===== src/rtl/fetch_unit.sv =====
// -----------------------------------------------------------------------------
// fetch_unit
//
// Instruction fetch front end. Issues in-order read requests to instruction
// memory, tracks outstanding responses, and buffers returned words in a
// two-entry queue that feeds decode.
//
// Parameters
//   RESET_VECTOR       first instruction address fetched after reset
//
// Ports
//   CLOCK_50           clock, all state updates on the rising edge
//   RESET              asynchronous active-high reset
//   ins_mem_addr       request address (current PC)
//   ins_mem_req        read request
//   ins_mem_gnt        request accepted when req and gnt are both high
//   ins_mem_rvalid     response valid, responses arrive in request order
//   ins_mem_ins        response instruction word
//   redirect_valid     one-cycle PC redirect (branch/jump/trap)
//   redirect_addr      redirect target
//   fetch_valid        queue head is valid
//   fetch_ins          queue-head instruction
//   fetch_pc           queue-head instruction address
//   decode_ready       pops the queue head when fetch_valid is high
//   fetch_misaligned   sticky misaligned-redirect flag
//
// Configuration
//   FETCH_MISALIGN_TRAP_EN  when defined, a redirect to a non word-aligned
//                           target parks the unit in a halt state with
//                           fetch_misaligned set until an aligned redirect.
//                           When undefined, the target's low two bits are
//                           cleared and fetch_misaligned is tied low.
// -----------------------------------------------------------------------------
module fetch_unit #(
  parameter logic [31:0] RESET_VECTOR = 32'h0000_0000
) (
  input  logic        CLOCK_50,
  input  logic        RESET,
  output logic [31:0] ins_mem_addr,
  output logic        ins_mem_req,
  input  logic        ins_mem_gnt,
  input  logic        ins_mem_rvalid,
  input  logic [31:0] ins_mem_ins,
  input  logic        redirect_valid,
  input  logic [31:0] redirect_addr,
  output logic        fetch_valid,
  output logic [31:0] fetch_ins,
  output logic [31:0] fetch_pc,
  input  logic        decode_ready,
  output logic        fetch_misaligned
);

`ifdef FETCH_MISALIGN_TRAP_EN
  typedef enum logic [1:0] {StBoot, StRun, StHalt} state_e;
`else
  typedef enum logic [1:0] {StBoot, StRun} state_e;
`endif

  // Control state
  state_e      state_q, state_d;
  logic [31:0] pc_q, pc_d;
  logic [1:0]  out_q, out_d;    // requests granted but not yet answered
  logic [1:0]  disc_q, disc_d;  // responses still to be thrown away
  logic [1:0]  cnt_q, cnt_d;    // instruction queue occupancy
  logic        head_q, head_d;

  // Instruction queue storage
  logic [31:0] q_ins_q [2];
  logic [31:0] q_pc_q  [2];

  // Address of each granted request, consumed in order as responses return
  logic [31:0] rsp_pc_q [2];
  logic        rsp_wr_q, rsp_rd_q;

`ifdef FETCH_MISALIGN_TRAP_EN
  logic        mis_q, mis_d;
`endif

  logic        grant;
  logic        rsp;
  logic        push;
  logic        pop;
  logic        wr_idx;
  logic [2:0]  occupancy;
  logic [31:0] redir_tgt;

`ifdef FETCH_MISALIGN_TRAP_EN
  assign redir_tgt = redirect_addr;
`else
  logic unused_redirect_lsb;
  assign unused_redirect_lsb = ^redirect_addr[1:0];
  assign redir_tgt = {redirect_addr[31:2], 2'b00};
`endif

  // ---------------------------------------------------------------------------
  // Handshakes
  // ---------------------------------------------------------------------------
  assign fetch_valid = (cnt_q != 2'd0) && !redirect_valid;
  assign fetch_ins   = (cnt_q != 2'd0) ? q_ins_q[head_q] : 32'h0;
  assign fetch_pc    = (cnt_q != 2'd0) ? q_pc_q[head_q]  : 32'h0;

  assign pop   = fetch_valid && decode_ready;
  assign grant = ins_mem_req && ins_mem_gnt;

  // A response with nothing outstanding is a leftover from before a reset.
  assign rsp  = ins_mem_rvalid && (out_q != 2'd0);
  assign push = rsp && !redirect_valid && (disc_q == 2'd0);

  // Slot written by a push: head + count, modulo 2. On a full queue this is
  // the head slot, which is only legal because the same cycle pops it.
  assign wr_idx = head_q ^ cnt_q[0];

  // Every granted request owns a queue slot until it is consumed. A slot
  // freed by this cycle's pop may be claimed again straight away, which is
  // what sustains one instruction per cycle with a one-cycle memory.
  assign occupancy = {1'b0, cnt_q} + {1'b0, out_q} - {2'b00, pop};

  assign ins_mem_addr = pc_q;
  assign ins_mem_req  = (state_q == StRun) && !redirect_valid && (occupancy < 3'd2);

`ifdef FETCH_MISALIGN_TRAP_EN
  assign fetch_misaligned = mis_q;
`else
  assign fetch_misaligned = 1'b0;
`endif

  // ---------------------------------------------------------------------------
  // FSM next state
  // ---------------------------------------------------------------------------
  always_comb begin
    state_d = state_q;
`ifdef FETCH_MISALIGN_TRAP_EN
    mis_d   = mis_q;
`endif
    unique case (state_q)
      StBoot:  state_d = StRun;
      StRun:   state_d = StRun;
`ifdef FETCH_MISALIGN_TRAP_EN
      StHalt:  state_d = StHalt;
`endif
      default: state_d = StBoot;
    endcase
`ifdef FETCH_MISALIGN_TRAP_EN
    // Any redirect re-decides between trapping and running.
    if (redirect_valid) begin
      mis_d   = |redirect_addr[1:0];
      state_d = mis_d ? StHalt : StRun;
    end
`endif
  end

  // ---------------------------------------------------------------------------
  // Datapath next state
  // ---------------------------------------------------------------------------
  always_comb begin
    pc_d   = pc_q;
    out_d  = out_q + {1'b0, grant} - {1'b0, rsp};
    disc_d = disc_q;
    cnt_d  = cnt_q;
    head_d = head_q;
    if (redirect_valid) begin
      // Everything still in flight belongs to the old path; drop it all.
      pc_d   = redir_tgt;
      disc_d = out_d;
      cnt_d  = 2'd0;
      head_d = 1'b0;
    end else begin
      if (grant) begin
        pc_d = pc_q + 32'd4;
      end
      if (rsp && (disc_q != 2'd0)) begin
        disc_d = disc_q - 2'd1;
      end
      cnt_d = cnt_q + {1'b0, push} - {1'b0, pop};
      if (pop) begin
        head_d = ~head_q;
      end
    end
  end

  // ---------------------------------------------------------------------------
  // State registers
  // ---------------------------------------------------------------------------
  always_ff @(posedge CLOCK_50 or posedge RESET) begin
    if (RESET) begin
      state_q  <= StBoot;
      pc_q     <= RESET_VECTOR;
      out_q    <= 2'd0;
      disc_q   <= 2'd0;
      cnt_q    <= 2'd0;
      head_q   <= 1'b0;
      rsp_wr_q <= 1'b0;
      rsp_rd_q <= 1'b0;
      for (int i = 0; i < 2; i++) begin
        q_ins_q[i]  <= 32'h0;
        q_pc_q[i]   <= 32'h0;
        rsp_pc_q[i] <= 32'h0;
      end
`ifdef FETCH_MISALIGN_TRAP_EN
      mis_q    <= 1'b0;
`endif
    end else begin
      state_q <= state_d;
      pc_q    <= pc_d;
      out_q   <= out_d;
      disc_q  <= disc_d;
      cnt_q   <= cnt_d;
      head_q  <= head_d;
`ifdef FETCH_MISALIGN_TRAP_EN
      mis_q   <= mis_d;
`endif
      if (grant) begin
        rsp_pc_q[rsp_wr_q] <= pc_q;
        rsp_wr_q           <= ~rsp_wr_q;
      end
      if (rsp) begin
        rsp_rd_q <= ~rsp_rd_q;
      end
      if (push) begin
        q_ins_q[wr_idx] <= ins_mem_ins;
        q_pc_q[wr_idx]  <= rsp_pc_q[rsp_rd_q];
      end
    end
  end

endmodule


===== config.mk =====
export PLATFORM = sky130hd
export DESIGN_NAME = fetch_unit
export DESIGN_NICKNAME = d
export VERILOG_FILES = /design/src/rtl/fetch_unit.sv
export SDC_FILE = /design/constraint.sdc
export NUM_CORES = 1
export LEC_CHECK = 0
export BUFFER_PORTS_ARGS = -buffer_cell sky130_fd_sc_hd__buf_2
export CORE_MARGIN = 2
export CORE_UTILIZATION = 50
export DETAILED_ROUTE_END_ITERATION = 8
export GPL_TIMING_DRIVEN = 0
export PLACE_DENSITY = 0.75
export SLEW_MARGIN = 20
export SYNTH_ARGS = -nofsm -noshare
export SYNTH_HDL_FRONTEND = slang
export SYNTH_SLANG_ARGS = --single-unit

===== constraint.sdc =====
create_clock -name CLOCK_50 -period 8 [get_ports CLOCK_50]
set_input_delay 1.6 -clock CLOCK_50 [delete_from_list [all_inputs] [get_ports CLOCK_50]]
set_output_delay 1.6 -clock CLOCK_50 [all_outputs]
set_load 0.05 [all_outputs]

==> results of run 1 <==
## cell families after synthesis
kind of cell / after synthesis
fa+ha+maj: 8
compound gates: 125
flops: 224
mux: 215
xor+xnor: 10
buf+inv: 78
other cells: 2
simple gates: 261
## cells in the mapped netlist, types with 5 or more instances
cell,count,area (um^2)
a21oi_1,64,320
buf_1,9,33.8
buf_2,17,85.1
buf_4,18,135
clkbuf_1,20,75.1
dfrtp_1,224,5610
ha_1,7,87.6
inv_1,12,45.0
mux2_2,121,1360
mux2i_1,94,941
nand2_1,43,161
nand3_1,17,85.1
nand4_1,10,62.6
nor2_1,144,541
nor2b_1,9,56.3
nor3_1,5,25.0
o211ai_1,5,37.5
o21ai_0,27,135
o311ai_0,6,52.6
xnor2_1,8,70.1
## registers in the layout, indices dropped and copies added, names as in the netlist
register      count
out_q             2
ins_mem_addr     30
q_pc_q           60
state_q           1
rsp_wr_q          1
q_ins_q          64
cnt_q             2
rsp_rd_q          1
rsp_pc_q         60
disc_q            2
head_q            1
## critical path: cells and delay by family
| kind | cells | cell delay [ns] |
|---|---|---|
| adders and majority gates | 1 | 0.39 |
| buffers and inverters | 3 | 0.78 |
| and+or+nand+nor | 2 | 0.46 |
| xor gates and xnor gates | 1 | 0.38 |
| AOI/OAI and AO/OA | 1 | 0.18 |
## power groups by stage
stage / logic [mW] / clock network [mW] / registers, mW
after floorplan: 1.30 / 0 / 1.90
after global placement: 1.71 / 0 / 1.88
after global routing: 1.90 / 1.14 / 1.95
after detailed placement: 1.75 / 0 / 1.90
after CTS: 1.76 / 1.09 / 1.89
final: 1.76 / 1.07 / 1.89
## per-layer routing
metal  track usage, %  routed length, um  vias to the layer above
li1                 -                  -                     3614
met1             32.6              11400                     3735
met2             36.8              11400                      297
met3             3.47               1760                       26
met4             5.62                395                        0
met5                0                  0                        -
## final timing paths
path,from,to,slack [ns],cells past startpoint
worst max-delay path,redirect_valid,ins_mem_req,2.61,8
worst min-delay path,rsp_pc_q[21],rsp_pc_q[21],0.49,2
worst max register to register,cnt_q[0],disc_q[1],4.09,16
worst min register to register,rsp_pc_q[21],rsp_pc_q[21],0.49,2
max in group asynchronous,RESET,ins_mem_addr[25],5.70,4
min in group asynchronous,RESET,q_ins_q[11],1.10,2
## cell type report
cell class | instances | area [um^2]
fill | 1678 | 7940
clock inverter | 2 | 10.0
clock buffer | 40 | 752
tap | 270 | 338
inverter | 13 | 56.3
timing repair buffer | 162 | 856
buffer | 65 | 334
sequential | 224 | 5610
multi-input combinational | 625 | 4470
## metrics by stage
step / std cells / TNS [ns]
floorplan: 927 / 0
global placement: 1357 / -449.38
detailed placement: 1359 / 0
CTS: 1401 / 0
global route: 1401 / 0
finish: 1401 / 0
==> flow_summary.ini, run 1 <==
[run_status]
status = finished, final reports clean

[clock_network]
clock_latency_ns = 0.51
clockBufferDepth = 3
clock_sinks = 224
cts_tree = built
cts_root_buf = clkbuf_16
numCtsBuffers = 24
postCtsSetupBuffers = 0
cts_hold_buffers = 0
cts-htree-levels = 1
post_cts_resized = 0
path_clk_slew_ns = 0.06

[timing]
worst_pin_slew_ns = 0.794
whs_ns = 0.489
fin_ws_ns = 2.61
setup_viol = 0
period_share_pct = 67.4
hold_violations = 0
fmax_mhz = 186
drv_slew = 0
rsz0062_at_grt = false
slew_headroom_pct = 47.0
period_needed_ns = 5.39
clock_skew_ns = 0.0144

[final_layout]
postLayoutCellArea_mm2 = 0.0124
final_core_util_pct = 61.0
nNetsFinal = 1193
drive_gt1_share_pct = 32.0
syn_to_final_growth_pct = 19.0
layout_commonest_cell = dfrtp_1
final_cell_mix = 224 x dfrtp_1, 177 x buf_2, 143 x nor2_1
antenna_cells = 0

[critical_path]
critPathRequiredTime_ns = 6.40
cp_max_fo = 10
crit_chain = clkbuf_1 > clkbuf_1 > nor3_1 > o21ai_0 > fa_1 > xnor2_1 > nor3_1 > buf_2
worst_path_max_delay_cell = fa_1
cp-start-kind = primary input
max_stage_delay_ns = 0.39
endpoint_kind = output pin
path_class = primary input to output pin
worstPathArrival_ns = 3.79

[synth]
synth-seq-cells = 224
yosys.area_share.adder_pct = 1.03
synth_mux_area_share_pct = 22.1
synth_edf_count = 0
ys_async_sr_fraction_pct = 100
syn_area_mm2 = 0.0104
yosysSeqAreaShare_pct = 53.7
synth-simple-area-share_pct = 11.6
ys_types = 57
synth_cells = 923
syn_area_per_cell_um2 = 11.3
synth_compound_area_share_pct = 7.01
yosysWarnings = 0
synth_top_family_by_area = multiplexers
ys.flop_type = dfrtp_1
synth_xor_area_share_pct = 0.839

[die]
rows = 52
die_w_um = 149
ioPinCount = 169
dieArea_mm2 = 0.0221
start_util_pct = 51.3
die_h_um = 149
coreArea_mm2 = 0.0204

[place]
dp_hpwl_mm = 17.1
gp_congestion = 0.889
port_buffers = 160
place_area_mm2 = 0.0117
place_ws_ns = 2.65

[detailed_routing]
wl_per_cell_um = 17.8
detail_route.first_pass.iterations = 6
via_count = 7672
vias_per_cell = 5.48
drtAntennaViolNets = 0
drc = 0
wl_mm = 24.9
dr.first_iter.drc_count = 456

[pwr]
p_total_mw = 4.71
swShare_pct = 37.7
power_leakage_nw = 5.88
seq_power_share_pct = 40.1
p_per_area_mw_per_mm2 = 379
p_sw_mw = 1.78
worst_ir_drop_vdd_v = 0.000148
power_frac_comb_pct = 37.2
p_clk_share_pct = 22.6
p_int_mw = 2.93

[grt]
grt_max_degree = 103
grt_usage_pct = 22.8
grt_pass1_wl_mm = 39.9
grt_overflow_total = 0
grt_pass1_vias = 7696
antenna_found_initial = 0

[worst_hold_path]
hold_path.class = flip-flop to flip-flop

[run]
drv_cap = 0
Power figures use the tool's default switching activity.
==> run 2: changes to the inputs <==
Settings changed: PLACE_DENSITY 0.75 to 0.72.
Clock period 8 ns to 5.5 ns, I/O delays scaled along.
==> run 2 against run 1 <==
Combinational power rose by 45%. Wire length rose by 0.38%. Non-clock buffer count rose by 5. Power rose by 49%. Via count rose by 0.63%. Register-to-register slack got worse by 2.7 ns. Critical path depth did not move. Largest cell class unchanged. Clock skew fell by 0.0035 ns. Sequential share of layout area fell by 0.66 points. Clock power rose by 61%. Sequential power rose by 46%. Cell area rose by 1.5%. Critical path type unchanged.
==> flow_summary.ini, run 2 (synthesized netlist as in run 1, its figures left out) <==
[die]
start_util_pct = 51.3
die_w_um = 149
coreArea_mm2 = 0.0204
dieArea_mm2 = 0.0221
rows = 52
ioPinCount = 169
die_h_um = 149

[detailed_routing]
via_count = 7720
wl_mm = 25.0
wl_per_cell_um = 17.8
drc = 0
vias_per_cell = 5.49
detail_route.first_pass.iterations = 5
drtAntennaViolNets = 0
dr.first_iter.drc_count = 422

[worst_hold_path]
hold_depth = 2
hold_start = rsp_pc_q[6]
holdPathEnd = rsp_pc_q[6]
hold_path.class = flip-flop to flip-flop

[grt]
grt_pass1_vias = 7733
grt_usage_pct = 22.9
antenna_found_initial = 0
grt_pass1_wl_mm = 40.6
grt_overflow_total = 0
grt_max_degree = 33

[timing]
slew_headroom_pct = 45.6
rsz0062_at_grt = false
worst_pin_slew_ns = 0.816
clock_skew_ns = 0.0109
fmax_mhz = 218
whs_ns = 0.485
tns_ns = 0
period_needed_ns = 4.59
setup_viol = 0
fin_ws_ns = 0.907
hold_violations = 0
period_share_pct = 83.5
drv_slew = 0

[final_layout]
nNetsFinal = 1198
layout_commonest_cell = dfrtp_1
regMostFlops = q_ins_q
drive_gt1_share_pct = 32.7
largest_reg_flops = 64
final_cell_mix = 224 x dfrtp_1, 177 x buf_2, 143 x nor2_1
final_core_util_pct = 61.9
postLayoutCellArea_mm2 = 0.0126
reg_top3 = q_ins_q x64, q_pc_q x60, rsp_pc_q x60
syn_to_final_growth_pct = 20.7
antenna_cells = 0

[pwr]
p_per_area_mw_per_mm2 = 557
worst_ir_drop_vdd_v = 0.000274
power_leakage_nw = 5.95

[place]
place_ws_ns = 0.487
port_buffers = 160
gp_congestion = 0.849
place_area_mm2 = 0.0117
dp_hpwl_mm = 17.7

[clock_network]
cts_root_buf = clkbuf_16
cts_hold_buffers = 0
postCtsSetupBuffers = 0
clock_sinks = 224
post_cts_resized = 0
numCtsBuffers = 24
clock_latency_ns = 0.51
clockBufferDepth = 3
path_clk_slew_ns = 0.06
cts-htree-levels = 1
cts_tree = built

[critical_path]
regToRegSetupSlack_ns = 1.42
reg2reg_depth = 15
cp_max_fo = 10
r2r-start = cnt_q[0]
r2r_end = disc_q[1]
worstPathArrival_ns = 3.49
path_class = primary input to output pin
cp-start-kind = primary input
critPathRequiredTime_ns = 4.40
endpoint_kind = output pin

[run_status]
status = finished, final reports clean

[run]
drv_cap = 0
==> run 2: cell count changes in the layout (fill, tap and decap cells not counted), sizes merged <==
cell,previous run,this run
clkbuf,61,55
buf,206,211
bufinv,0,4
clkinvlp,0,4
clkinv,3,2
inv,12,11
==> run 2: worst max-delay path by stage <==
stage	from	slack, ns	cells past startpoint	endpoint
global route	redirect_valid	0.71	16	disc_q[1]
global placement	RESET	0.15	2	rsp_pc_q[58]
CTS	redirect_valid	0.95	8	ins_mem_req
detailed placement	redirect_valid	0.49	16	disc_q[1]
finish	redirect_valid	0.91	8	ins_mem_req
floorplan	redirect_valid	0.84	7	ins_mem_req
==> run 2: power breakdown <==
group	internal, mW	switching (mW)
combinational	1.01	1.54
clock	1.08	0.640
sequential	2.34	0.405
==> run 2: layout make-up <==
| type | count | area, um^2 |
|---|---|---|
| Fill cell | 1657 | 7760 |
| Sequential cell | 224 | 5610 |
| Multi-Input combinational cell | 625 | 4470 |
| Timing Repair Buffer | 167 | 948 |
| Clock buffer | 34 | 709 |
| Tap cell | 270 | 338 |
| Buffer | 65 | 334 |
| Clock inverter | 8 | 148 |
| Inverter | 13 | 52.6 |
==> run 2: through the flow <==
step | instances | total power, mW
final | 1406 | 7.02
after floorplan | 927 | 4.67
after global routing | 1406 | 7.45
after global placement | 1357 | 5.22
after detailed placement | 1364 | 5.32
after CTS | 1406 | 7.06
==> run 2: critical path: stages <==
cell and delay (ns):
clkbuf_1 0.24, clkbuf_1 0.33, nor3_1 0.44, o21ai_0 0.22, fa_1 0.42, xnor2_1 0.39, nor3_1 0.10, buf_2 0.24
==> run 2: metal layers <==
| layer | global-route usage [%] | up-vias | wire length, um |
|---|---|---|---|
| met5 | 0 | - | 0 |
| met4 | 5.57 | 0 | 444 |
| met3 | 3.16 | 41 | 1620 |
| met2 | 36.8 | 295 | 11500 |
| met1 | 33.2 | 3764 | 11500 |
| li1 | - | 3620 | - |
==> run 3: changes to the inputs <==
Settings changed: PLACE_DENSITY 0.72 to 0.75.
Clock period 5.5 ns to 4.06 ns, I/O delays scaled along.
==> run 3 against run 2 <==
Hold slack worse by 0.14 ns. Critical path depth is 8 higher. Combinational power is 37% higher. Clock skew is 0.0047 ns higher. Via count is 0.19% higher. Largest power group unchanged. Power is 36% higher. Highest routed layer unchanged. Sequential power is 35% higher. Critical path type is now primary input to flip-flop. Clock-buffer cell count is 5 lower. Final cell count hardly changed. Sequential cell count stayed put.
==> flow_summary.ini, run 3 (synthesized netlist as in run 1, its figures left out) <==
[timing]
period_needed_ns = 3.79
clock_skew_ns = 0.0156
tns_ns = 0
period_share_pct = 93.4
rsz0062_at_grt = false
slew_headroom_pct = 46.5
drv_slew = 0
fmax_mhz = 264
whs_ns = 0.341
worst_pin_slew_ns = 0.802
hold_violations = 0
fin_ws_ns = 0.266
setup_viol = 0

[final_layout]
instances_no_fill = 1405
syn_to_final_growth_pct = 20.8
final_cell_mix = 224 x dfrtp_1, 178 x buf_2, 143 x nor2_1
antenna_cells = 0
regMostFlops = q_ins_q
reg_top3 = q_ins_q x64, q_pc_q x60, rsp_pc_q x60
largest_reg_flops = 64
drive_gt1_share_pct = 33.2
nFillCells = 1712
postLayoutCellArea_mm2 = 0.0126
nNetsFinal = 1198
layout_commonest_cell = dfrtp_1

[critical_path]
path_class = primary input to flip-flop
cp_max_fo = 10
cp-start-kind = primary input
endpoint_kind = flip-flop
worstPathArrival_ns = 4.22
critPathRequiredTime_ns = 4.48

[clock_network]
clock_sinks = 224
clock_latency_ns = 0.51
postCtsSetupBuffers = 0
cts-htree-levels = 1
clockBufferDepth = 3
numCtsBuffers = 24
cts_root_buf = clkbuf_16
cts_tree = built
path_clk_slew_ns = 0.06

[place]
dp_hpwl_mm = 17.4
gp_congestion = 0.874
dp_cells = 1364
port_buffers = 160
place_area_mm2 = 0.0117
place_ws_ns = -0.706

[detailed_routing]
detail_route.first_pass.iterations = 5
drtAntennaViolNets = 0
drc = 0
wl_per_cell_um = 17.6
via_count = 7735
vias_per_cell = 5.51
wl_mm = 24.7
dr.first_iter.drc_count = 441

[die]
rows = 52
coreArea_mm2 = 0.0204
start_util_pct = 51.3
ioPinCount = 169
dieArea_mm2 = 0.0221
die_w_um = 149
die_h_um = 149

[grt]
antenna_found_initial = 0
grt_pass1_wl_mm = 39.8
grt_pass1_vias = 7698
grt_overflow_total = 0
grt_usage_pct = 22.5
grt_max_degree = 36

[pwr]
worst_ir_drop_vdd_v = 0.000317
p_per_area_mw_per_mm2 = 756
power_leakage_nw = 5.97

[worst_hold_path]
hold_path.class = primary input to async pin

[run_status]
status = finished, final reports clean

[run]
drv_cap = 0
-- run 3: changes by cell type in the layout (fill, tap and decap cells not counted), sizes merged --
cell | previous run | this run
inv | 11 | 12
bufinv | 4 | 5
clkinvlp | 4 | 1
clkbuf | 55 | 50
clkinv | 2 | 7
-- run 3: metal layers --
metal | vias to the layer above | GRT usage, % | share of wire, %
li1 | 3624 | - | -
met1 | 3786 | 32.0 | 44
met2 | 287 | 36.6 | 48
met3 | 38 | 3.31 | 6.5
met4 | 0 | 6.05 | 1.7
met5 | - | 0 | 0
-- run 3: final cells by class --
class                      count  area [um^2]  share of cell area [%]
sequential                   224         5610                    44.5
buffer                        65          335                    2.66
tap                          270          338                    2.68
clock buffer                  29          661                    5.24
inverter                      13         52.6                   0.417
multi-input combinational    625         4490                    35.6
timing repair buffer         167          941                    7.46
clock inverter                12          189                    1.50
-- run 3: stage by stage --
stage	power, mW	utilization [%]
5_1_grt	10.1	61.9
3_5_place_dp	7.21	57.7
4_1_cts	9.58	61.8
6_report	9.53	61.9
3_3_place_gp	7.06	57.0
2_1_floorplan	6.32	-
-- run 3: path summary, 6_finish.rpt --
kind / from / to / slack, ns / depth (start not counted)
min in group CLOCK_50: rsp_pc_q[6] / rsp_pc_q[6] / 0.48 / 2
worst min register to register: rsp_pc_q[6] / rsp_pc_q[6] / 0.48 / 2
worst max-delay path: redirect_valid / disc_q[1] / 0.27 / 16
max in group asynchronous: RESET / rsp_pc_q[55] / 2.82 / 6
worst max register to register: cnt_q[0] / disc_q[1] / 0.44 / 16
worst min-delay path: RESET / q_ins_q[49] / 0.34 / 3
-- run 3: critical path: stages --
cell and delay (ns):
clkbuf_1 0.37, clkbuf_1 0.44, nor3_2 0.14, o21ai_0 0.24, fa_1 0.49, nand4b_1 0.16
nor2_1 0.08, inv_2 0.18, buf_2 0.32, ha_1 0.29, inv_1 0.06, ha_1 0.15
xnor2_1 0.14, xnor2_1 0.16, nand2_1 0.09, o21ai_0 0.09
-- run 3: what timing repair did --
action,CTS,global route
setup endpoints to repair,1,6
gates cloned,0,0
resized for setup,1,4
hold buffers,0,0
-- run 3: where the power goes --
group	internal [mW]	switching, mW	total, mW
clock	1.47	0.848	2.32
combinational	1.38	2.11	3.49
sequential	3.18	0.547	3.72
total	6.02	3.51	9.53
